`config.mk`:
```
export PLATFORM = sky130hd
export DESIGN_NAME = i_sram_line_packer
export DESIGN_NICKNAME = d
export VERILOG_FILES = /design/src/rtl/i_sram_line_packer.sv
export SDC_FILE = /design/constraint.sdc
export NUM_CORES = 1
export LEC_CHECK = 0
export CAP_MARGIN = 5
export CORE_MARGIN = 5
export CORE_UTILIZATION = 55
export DETAILED_ROUTE_END_ITERATION = 12
export HOLD_SLACK_MARGIN = 0.08
export PLACE_DENSITY_LB_ADDON = 0.25
export SLEW_MARGIN = 40
export SYNTH_ARGS = -nofsm -noshare
export SYNTH_HDL_FRONTEND = slang
export SYNTH_SLANG_ARGS = --single-unit
```
`constraint.sdc`:
```
create_clock -name clock -period 3.8 [get_ports clock]
set_input_delay 0.95 -clock clock [delete_from_list [all_inputs] [get_ports clock]]
set_output_delay 0.95 -clock clock [all_outputs]
set_load 0.005 [all_outputs]
```
`src/rtl/i_sram_line_packer.sv`:
```
// Instruction SRAM fill stage: packs WORDS_PER_LINE words into one line and issues
// one single-cycle write per completed (or flushed) line, tracking the write pointer.
module i_sram_line_packer #(
   parameter int WORD_W         = 48,
   parameter int WORDS_PER_LINE = 5,
   parameter int DEPTH          = 200,
   parameter int ADDR_W         = 8,
   parameter bit WRAP           = 1'b0
) (
   input  logic                             clock,
   input  logic                             reset,
   input  logic                             cfg_load,
   input  logic [ADDR_W-1:0]                cfg_base,
   input  logic                             in_valid,
   output logic                             in_ready,
   input  logic [WORD_W-1:0]                in_data,
   input  logic                             in_last,
   output logic                             WE,
   output logic [ADDR_W-1:0]                WriteAddress,
   output logic [WORD_W*WORDS_PER_LINE-1:0] WriteBus,
   output logic [ADDR_W:0]                  lines_written,
   output logic                             full,
   output logic                             flush_done
);

   localparam int LINE_W = WORD_W * WORDS_PER_LINE;
   localparam int IDX_W  = (WORDS_PER_LINE > 1) ? $clog2(WORDS_PER_LINE) : 1;
   localparam logic [IDX_W-1:0]  LAST_IDX  = IDX_W'(WORDS_PER_LINE - 1);
   localparam logic [ADDR_W-1:0] LAST_ADDR = ADDR_W'(DEPTH - 1);

   typedef enum logic {
      S_RUN,
      S_FULL
   } state_t;

   state_t              state;
   state_t              state_next;
   logic [IDX_W-1:0]    idx;
   logic [LINE_W-1:0]   pack;
   logic [LINE_W-1:0]   line_next;
   logic [ADDR_W-1:0]   ptr;
   logic [ADDR_W-1:0]   ptr_inc;
   logic                accept;
   logic                line_done;
   logic                at_end;
   logic                base_ok;

   always_ff @(posedge clock) begin
      if (reset) state <= S_RUN;
      else       state <= state_next;
   end

   // NOTE: every always_comb output gets a default first so no latch is inferred.
   always_comb begin
      state_next = state;
      in_ready   = (state == S_RUN) & ~cfg_load & ~reset;
      accept     = in_valid & in_ready;
      line_done  = accept & (in_last | (idx == LAST_IDX));
      at_end     = (ptr == LAST_ADDR);
      if (cfg_load) state_next = S_RUN;
      else if (line_done && at_end && !WRAP) state_next = S_FULL;
   end

   always_comb begin
      line_next                       = pack;
      line_next[WORD_W*idx +: WORD_W] = in_data;
      ptr_inc                         = at_end ? '0 : ptr + 1'b1;
      base_ok                         = 32'(cfg_base) < DEPTH;
   end

   assign full = (state == S_FULL);

   // Slots above the current index are always zero, so a flushed partial line
   // needs no extra masking.
   // NOTE: sequential state is updated with non-blocking assignments only.
   always_ff @(posedge clock) begin
      if (reset) begin
         idx           <= '0;
         pack          <= '0;
         ptr           <= '0;
         WE            <= 1'b0;
         WriteAddress  <= '0;
         WriteBus      <= '0;
         lines_written <= '0;
         flush_done    <= 1'b0;
      end else begin
         WE         <= 1'b0;
         flush_done <= 1'b0;
         if (cfg_load) begin
            idx           <= '0;
            pack          <= '0;
            ptr           <= base_ok ? cfg_base : '0;
            lines_written <= '0;
         end else if (accept) begin
            if (line_done) begin
               WE           <= 1'b1;
               WriteAddress <= ptr;
               WriteBus     <= line_next;
               flush_done   <= in_last;
               idx          <= '0;
               pack         <= '0;
               ptr          <= ptr_inc;
               if (lines_written != '1) lines_written <= lines_written + 1'b1;
            end else begin
               idx  <= idx + 1'b1;
               pack <= line_next;
            end
         end
      end
   end

endmodule

```
# Word-level counts from Yosys, hierarchy flattened
# Cells that the tools add are included.
dict set report op_classes {
  n_bitwise 10
  n_addsub 4
  multipliers 1
  muxes 9
  n_shift 2
  n_eq_ne 3
  order_cmp 1
  reduce_logical 9
}
# op count
set op_table {}
lappend op_table {{$bwmux 240} 1}
lappend op_table {{$mux 240} 1}
lappend op_table {{$shift 48x34->240 const A} 1}
lappend op_table {{$shiftx 48x34->240} 1}
lappend op_table {{$mux 8} 5}
lappend op_table {{$neg 9->34} 1}
lappend op_table {{$add 9x1->9 const B} 1}
lappend op_table {{$ne 9x9->1 const B} 1}
lappend op_table {{$add 8x1->8 const B} 1}
lappend op_table {{$eq 8x8->1 const B} 1}
lappend op_table {{$lt 8x8->1 const B} 1}
lappend op_table {{$reduce_and 3->1} 2}
lappend op_table {{$mul 2x3->5 const A} 1}
lappend op_table {{$not 1->1} 5}
lappend op_table {{$and 1x1->1} 4}
lappend op_table {{$reduce_bool 2->1} 2}
lappend op_table {{$reduce_or 4->1} 1}
lappend op_table {{$add 3x1->3 const B} 1}
lappend op_table {{$eq 3x3->1 const B} 1}
lappend op_table {{$mux 3} 1}
lappend op_table {{$reduce_or 3->1} 1}
lappend op_table {{$reduce_and 2->1} 1}
lappend op_table {{$reduce_or 2->1} 1}
lappend op_table {{$logic_and 1x1->1} 1}
lappend op_table {{2 further kinds} 2}
dict set report word_totals {
  reg_bits 511
  elab_cells 48
  output_inout_bits 261
  input_bits 61
}

# Depth between registers and ports, before layout
# Gate-level depths: netlist (run 1).
dict set report depth {
  depth_word 8
  ltp_mapped 16
  depth_no_buf 10
}

# Worst setup path after synthesis (run 1)
# OpenSTA, ideal clock, no wires.
dict set report synth_timing {
  kind {reg-to-reg}
  startpoint {reg idx[1]}
  endpoint {reg WriteBus[86]}
  required_time_ns 3.674
  path_buffers 3
  setup_time_ns 0.126
  period_less_slack_ns 3.212
  stages_incl_launch_ff 13
  arrival_time_ns 3.086
  path_slack_ns 0.588
  path_cell_list {dfxtp_1 -> ha_1 -> fa_1 -> buf_6 -> nor3b_1 -> ha_1 -> and3b_1 -> o32a_1 -> o2111ai_1 -> buf_4 -> buf_4 -> mux2i_1 -> o21ai_1}
}
dict set report synth_between {
  elab_chain_cells 4
  word_cells_on_any_way 9
  cone_classes {1 x add/sub; 1 x mul; 1 x eq/ne; 2 x shift; 1 x mux; 2 x bitwise; 1 x reduce/logical}
}
# item line_no
set synth_rtl {}
lappend synth_rtl {{start: declaration} 38} ;# logic [IDX_W-1:0] idx;
lappend synth_rtl {{start signal: assignment} 105} ;# idx <= idx + 1'b1;
lappend synth_rtl {{$mul 2x3->5 / $eq 3x3->1 (equally long branches)} {66, 58}}
lappend synth_rtl {{$neg 9->34 / $or 1x1->1 (equally long branches)} {66, 58}}
lappend synth_rtl {{$shiftx 48x34->240, or another cell as far along} 66} ;# line_next[WORD_W*idx +: WORD_W] = in_data;
lappend synth_rtl {{$bwmux 240 / $reduce_and 3->1 (equally long branches)} n/a}
lappend synth_rtl {{end signal: assignment} 98} ;# WriteBus <= line_next;
lappend synth_rtl {{end: declaration} 20} ;# output logic [WORD_W*WORDS_PER_LINE-1:0] WriteBus,
# Parallel ways exist; a longest one is shown, timed or not.
# A chain may end at the register's enable or synchronous reset.

# Worst setup path in the final report (run 1)
dict set report layout_timing {
  startpoint {reg idx[0]}
  endpoint {reg pack[34]}
}
dict set report layout_between {
  elab_chain_cells 5
  word_cells_on_any_way 9
  cone_classes {1 x add/sub; 1 x mul; 1 x eq/ne; 2 x shift; 2 x mux; 2 x bitwise}
}
# item line_no
set layout_rtl {}
lappend layout_rtl {{$mul 2x3->5} 66}
lappend layout_rtl {{$neg 9->34} 66}
lappend layout_rtl {{$shiftx 48x34->240 / $shift 48x34->240 (equally long branches)} 66}
lappend layout_rtl {{$bwmux 240} 66}
lappend layout_rtl {{$mux 240 *} 95} ;# if (line_done) begin
lappend layout_rtl {{end signal: assignment} 106} ;# pack <= line_next;
lappend layout_rtl {{end: declaration} 39} ;# logic [LINE_W-1:0] pack;
# Mark *: on every way between the ends. The rest lies on a longest branch, timed or not.

==> results summary, run 1 <==
The flow ran to the end, and the final reports show no timing, DRC or antenna violations. Input and output buffers added on the ports amount to 321. Of the post-synthesis cell area, the dominant cell type holds 0.4487. The worst hold path passes through 2 cells.

The fraction of final layout cells sized beyond drive strength 1 is 0.09348. Tracing the worst setup path back leads to its startpoint at idx[0]$_SDFFE_PP0P_. The floorplan step set the die height to 213.6 um. The first global-routing pass estimated 116100 um of wire. The number of enable-type register cells in the synthesized netlist came out at 0. The post-CTS setup-driven buffer insertion count is 0. The analysis attributes to cell leakage a power of 10.46 nW.

The number of antenna violations at the first check in global routing is 4. The share of synthesized registers carrying an async set or reset came out at 0. In this run, synthesis produced a sequential element count of 511. The tree is rooted in a sky130_fd_sc_hd__clkbuf_16.

The clock tree buffer depth came out at 3. The main flop type after synthesis is sky130_fd_sc_hd__dfxtp_1. Of the total power, registers draw 0.460. Routability-driven placement finished with a final weighted congestion of 1.036. For the final routed database, the setup TNS stands at 0 ns. The number of H-tree branching levels is 2. The largest total area in the synthesized netlist belongs to sky130_fd_sc_hd__dfxtp_1.

The worst endpoint required time came out at 4.29 ns. The count of vias placed by the detailed router is 20620. The HPWL after detailed placement came out at 55370 um. The number of iterations in the first detailed-routing pass came out at 6. Sorting the synthesized cells by area gives the leading types as sky130_fd_sc_hd__dfxtp_1 45%, sky130_fd_sc_hd__mux2i_1 7.8%, sky130_fd_sc_hd__a22o_1 7.4%. Setup violations remaining at the end of the flow were counted as 0. The floorplan step defined a die boundary enclosing 45630 um^2. The worst clock skew is 0.02663 ns.

The initial cell density of the core came out at 0.5571. The number of core rows came out at 74. In this run the worst path has a maximum fanout of 17. In the routed design, unresolved DRC markers number 0.

For this design, the sink count on the clock tree is 511. The post-cts gate resize count came out at 0. The portion of total power attributed to combinational logic is 0.076. The critical path startpoint category is a flop.

Summing all placed instances gives a cell area of 26370 um^2. After detailed routing, the total wire length is 77890 um. Timing would allow up to 274.1 MHz. Of the available clock period, the critical path in the final layout requires 0.9602. The worst path arrival time is 4.14 ns. The switching power is 2.854 mW. Once detail routing completed, the nets flagged for antenna violations numbered 0.

The number of buffers created by CTS is 51. The final number of max-transition violations came out at 0. The sequential fraction of the synthesis area came out at 0.4487. VDD sags by at most 0.3276 mV. The endpoint identified for the worst register-to-register timing path is pack[34]$_SDFFE_PP0P_. The count of hold-fix buffers inserted at cts is 0. The average instance area after synthesis is 9.616 um^2. The post-synthesis to final-layout area growth is 23.87%. The path class of the tightest hold or removal check is flop to flop. The cell area power density is 419.9 nW/um^2. The number of nets in the layout is 2682. The kind of capture point of the worst setup path is a flop. The total standard cell area after synthesis is 22800 um^2. The synthesized net count is 2443. The cell count after synthesis came out at 2371. The x dimension of the die is 213.6 um. The floorplan step defined a core boundary enclosing 40920 um^2. Max-cap violations in this run came to 0. The worst-margin pin slew is 0.9471 ns. The via density per instance came out at 6.465. The post-route cell area came out at 28240 um^2.

The most critical setup path has its endpoint at pack[34]$_SDFFE_PP0P_. The clock-pin slew on the worst setup and hold paths is 0.07 ns. The first-iteration detailed-routing DRC count came out at 2422. The clock period minus final worst setup slack came out at 3.649 ns. Across every metal layer, demand over resource in global routing totals 0.3238. The cell-internal power came out at 9.004 mW. The pin count of the biggest net entering global routing is 124. The final-layout fill cell count came out at 3230. The number of hold violations in the final report is 0.

The via count of the first global-routing pass is 19290. The length in cells of the worst reg-to-reg path is 10. The synthesis warning total is 0. Of the total power, the share spent switching nets is 0.2407. The netlist uses 92 different library cells. The latest clock arrival within the worst-skew pair came out at 0.61 ns.

The register-to-register path setup slack came out at 0.15 ns. The startpoint identified for the worst register-to-register timing path is idx[0]$_SDFFE_PP0P_. The final global-route overflow total came out at 0.

Setup repair after global routing left no endpoint under its margin. The worst setup path is of the flop to flop kind. The share of total power dissipated in the clock network is 0.464. In this run the count of I/O pins placed on the die edge is 322.

The worst pin sits at a relative slew slack of 0.3686. The routed wire length per instance came out at 24.42 um. TritonCTS built the clock tree.
critical path: stages, from the launching register on:
cell                       delay (ns)
sky130_fd_sc_hd__dfxtp_4         0.35
sky130_fd_sc_hd__ha_1            0.29
sky130_fd_sc_hd__fa_1            0.45
sky130_fd_sc_hd__xor2_2          0.30
sky130_fd_sc_hd__nor3b_1         0.11
sky130_fd_sc_hd__ha_1            0.51
sky130_fd_sc_hd__inv_1           0.18
sky130_fd_sc_hd__nand4_1         0.21
sky130_fd_sc_hd__a21boi_4        0.60
sky130_fd_sc_hd__nor3_4          0.22
sky130_fd_sc_hd__a22o_1          0.30
layout make-up:
| type | count | area [um^2] | share of cell area |
|---|---|---|---|
| diodes | 4 | 10.01 | 0.0003544 |
| repair buffers | 414 | 3971 | 0.1406 |
| inverters | 7 | 28.78 | 0.001019 |
| clock buffers | 68 | 1450 | 0.05135 |
| multi-input cells | 1625 | 11480 | 0.4064 |
| flip-flops and latches | 511 | 10230 | 0.3624 |
| well taps | 532 | 665.6 | 0.02357 |
| clock inverters | 28 | 405.4 | 0.01435 |
cell families after synthesis:
family | share of synthesized area
and+or+nand+nor | 0.1389
xor gates and xnor gates | 0.007574
DFF | 0.4487
buffers and inverters | 0.05142
AOI/OAI and AO/OA | 0.2684
adders and majority gates | 0.006366
muxes | 0.07864
layout by cell type (no fill, tap or decap), types with 5 or more instances in the layout:
master,n
sky130_fd_sc_hd__dfxtp_1,510
sky130_fd_sc_hd__clkdlybuf4s50_1,320
sky130_fd_sc_hd__a22o_1,192
sky130_fd_sc_hd__mux2i_1,178
sky130_fd_sc_hd__o21ai_0,159
sky130_fd_sc_hd__nor2_1,153
sky130_fd_sc_hd__nand3b_1,146
sky130_fd_sc_hd__nand2_1,119
sky130_fd_sc_hd__a21oi_1,105
sky130_fd_sc_hd__buf_4,89
sky130_fd_sc_hd__o21ai_1,66
sky130_fd_sc_hd__a211oi_1,64
sky130_fd_sc_hd__a221o_1,58
sky130_fd_sc_hd__clkbuf_16,51
sky130_fd_sc_hd__o31ai_1,39
sky130_fd_sc_hd__o2bb2ai_1,39
sky130_fd_sc_hd__nand3_1,30
sky130_fd_sc_hd__and3_1,29
sky130_fd_sc_hd__a22oi_1,23
sky130_fd_sc_hd__and2_1,19
sky130_fd_sc_hd__nor3_1,15
sky130_fd_sc_hd__a21o_1,13
sky130_fd_sc_hd__a221oi_1,13
sky130_fd_sc_hd__nor2b_1,12
sky130_fd_sc_hd__clkbuf_8,11
sky130_fd_sc_hd__nand2b_1,10
sky130_fd_sc_hd__nor2_2,10
sky130_fd_sc_hd__ha_1,9
sky130_fd_sc_hd__xor2_1,8
sky130_fd_sc_hd__bufinv_16,8
sky130_fd_sc_hd__clkinv_2,7
sky130_fd_sc_hd__nand4_1,6
sky130_fd_sc_hd__o2bb2a_1,6
sky130_fd_sc_hd__a32o_1,6
sky130_fd_sc_hd__clkbuf_1,6
sky130_fd_sc_hd__inv_1,5
sky130_fd_sc_hd__a21oi_2,5
sky130_fd_sc_hd__o221ai_1,5
sky130_fd_sc_hd__clkinvlp_4,5
sky130_fd_sc_hd__buf_12,5
cells in the mapped netlist (4+ instances only):
master and count:
sky130_fd_sc_hd__o221ai_1 6, sky130_fd_sc_hd__buf_4 32, sky130_fd_sc_hd__a22oi_1 24, sky130_fd_sc_hd__a21oi_1 107
sky130_fd_sc_hd__nand2_1 119, sky130_fd_sc_hd__nor2_2 7, sky130_fd_sc_hd__a211oi_1 65, sky130_fd_sc_hd__buf_1 10
sky130_fd_sc_hd__nand3b_1 146, sky130_fd_sc_hd__inv_1 5, sky130_fd_sc_hd__mux2i_1 178, sky130_fd_sc_hd__nand4_1 6
sky130_fd_sc_hd__a32o_1 6, sky130_fd_sc_hd__o2bb2ai_1 39, sky130_fd_sc_hd__o21ai_1 67, sky130_fd_sc_hd__buf_2 68
sky130_fd_sc_hd__a221oi_1 13, sky130_fd_sc_hd__clkbuf_1 106, sky130_fd_sc_hd__a21o_1 13, sky130_fd_sc_hd__buf_6 10
sky130_fd_sc_hd__o2bb2a_1 6, sky130_fd_sc_hd__and2_1 19, sky130_fd_sc_hd__ha_1 10, sky130_fd_sc_hd__o21ai_0 159
sky130_fd_sc_hd__a22o_1 192, sky130_fd_sc_hd__nor2_1 157, sky130_fd_sc_hd__nor2b_1 12, sky130_fd_sc_hd__a211oi_2 4
sky130_fd_sc_hd__nand3_1 30, sky130_fd_sc_hd__a221o_1 58, sky130_fd_sc_hd__xor2_1 8, sky130_fd_sc_hd__dfxtp_1 511
sky130_fd_sc_hd__nand2b_1 10, sky130_fd_sc_hd__o31ai_1 39, sky130_fd_sc_hd__nor3_1 15, sky130_fd_sc_hd__and3_1 29
sequential cells by signal, indices dropped and copies added, names as in the netlist:
| register | count |
|---|---|
| WE | 1 |
| full | 1 |
| WriteAddress | 8 |
| lines_written | 9 |
| idx | 3 |
| flush_done | 1 |
| WriteBus | 240 |
| ptr | 8 |
| pack | 240 |
power by group through the flow:
| stage | Combinational, mW | Sequential (mW) | Clock (mW) |
|---|---|---|---|
| floorplan | 0.469 | 5.56 | 0 |
| global placement | 0.855 | 5.57 | 0 |
| detailed placement | 0.870 | 5.57 | 0 |
| CTS | 0.875 | 5.45 | 5.54 |
| global route | 0.947 | 5.45 | 5.78 |
| finish | 0.907 | 5.45 | 5.50 |
through the flow:
stage               setup slack, ns  instances  power, mW  hold WS, ns    util
floorplan                    0.5883       2371      6.029       0.4244       -
global placement             0.1956       3088      6.421       0.4338  0.6436
detailed placement          0.06974       3089      6.436       0.4417  0.6444
CTS                        0.004563       3185      11.87       0.4563  0.6898
global route               0.007870       3188      12.18       0.4735  0.6900
finish                       0.1514       3189      11.86       0.4572  0.6901
metal layers:
metal / vias up / part of all wire / GRT usage
met2: 1136 / 0.45 / 0.4955
met5: - / 0.00017 / 0
met1: 9924 / 0.41 / 0.4485
li1: 9354 / - / -
met3: 201 / 0.10 / 0.07871
met4: 2 / 0.040 / 0.1193
how the worst min path moves through the flow:
stage                                   end  slack, ns                          from
2_1_floorplan         pack[17]$_SDFFE_PP0P_       0.42         pack[17]$_SDFFE_PP0P_
3_3_place_gp           pack[2]$_SDFFE_PP0P_       0.43          pack[2]$_SDFFE_PP0P_
3_5_place_dp         pack[167]$_SDFFE_PP0P_       0.44        pack[167]$_SDFFE_PP0P_
4_1_cts                pack[9]$_SDFFE_PP0P_       0.46          pack[9]$_SDFFE_PP0P_
5_1_grt               pack[17]$_SDFFE_PP0P_       0.47         pack[17]$_SDFFE_PP0P_
6_report       WriteAddress[4]$_SDFFE_PP0P_       0.46  WriteAddress[4]$_SDFFE_PP0P_
No activity file was read; power rests on OpenSTA's default activity.
==> run 2, diff against run 1 <==
--- a/config.mk
+++ b/config.mk
@@ -9,7 +9,6 @@
 export CORE_MARGIN = 5
 export CORE_UTILIZATION = 55
 export DETAILED_ROUTE_END_ITERATION = 12
-export HOLD_SLACK_MARGIN = 0.08
 export PLACE_DENSITY_LB_ADDON = 0.25
 export SLEW_MARGIN = 40
 export SYNTH_ARGS = -nofsm -noshare
==> results of run 2 <==
Final layout, timing and power as in run 1 (identical DEF).
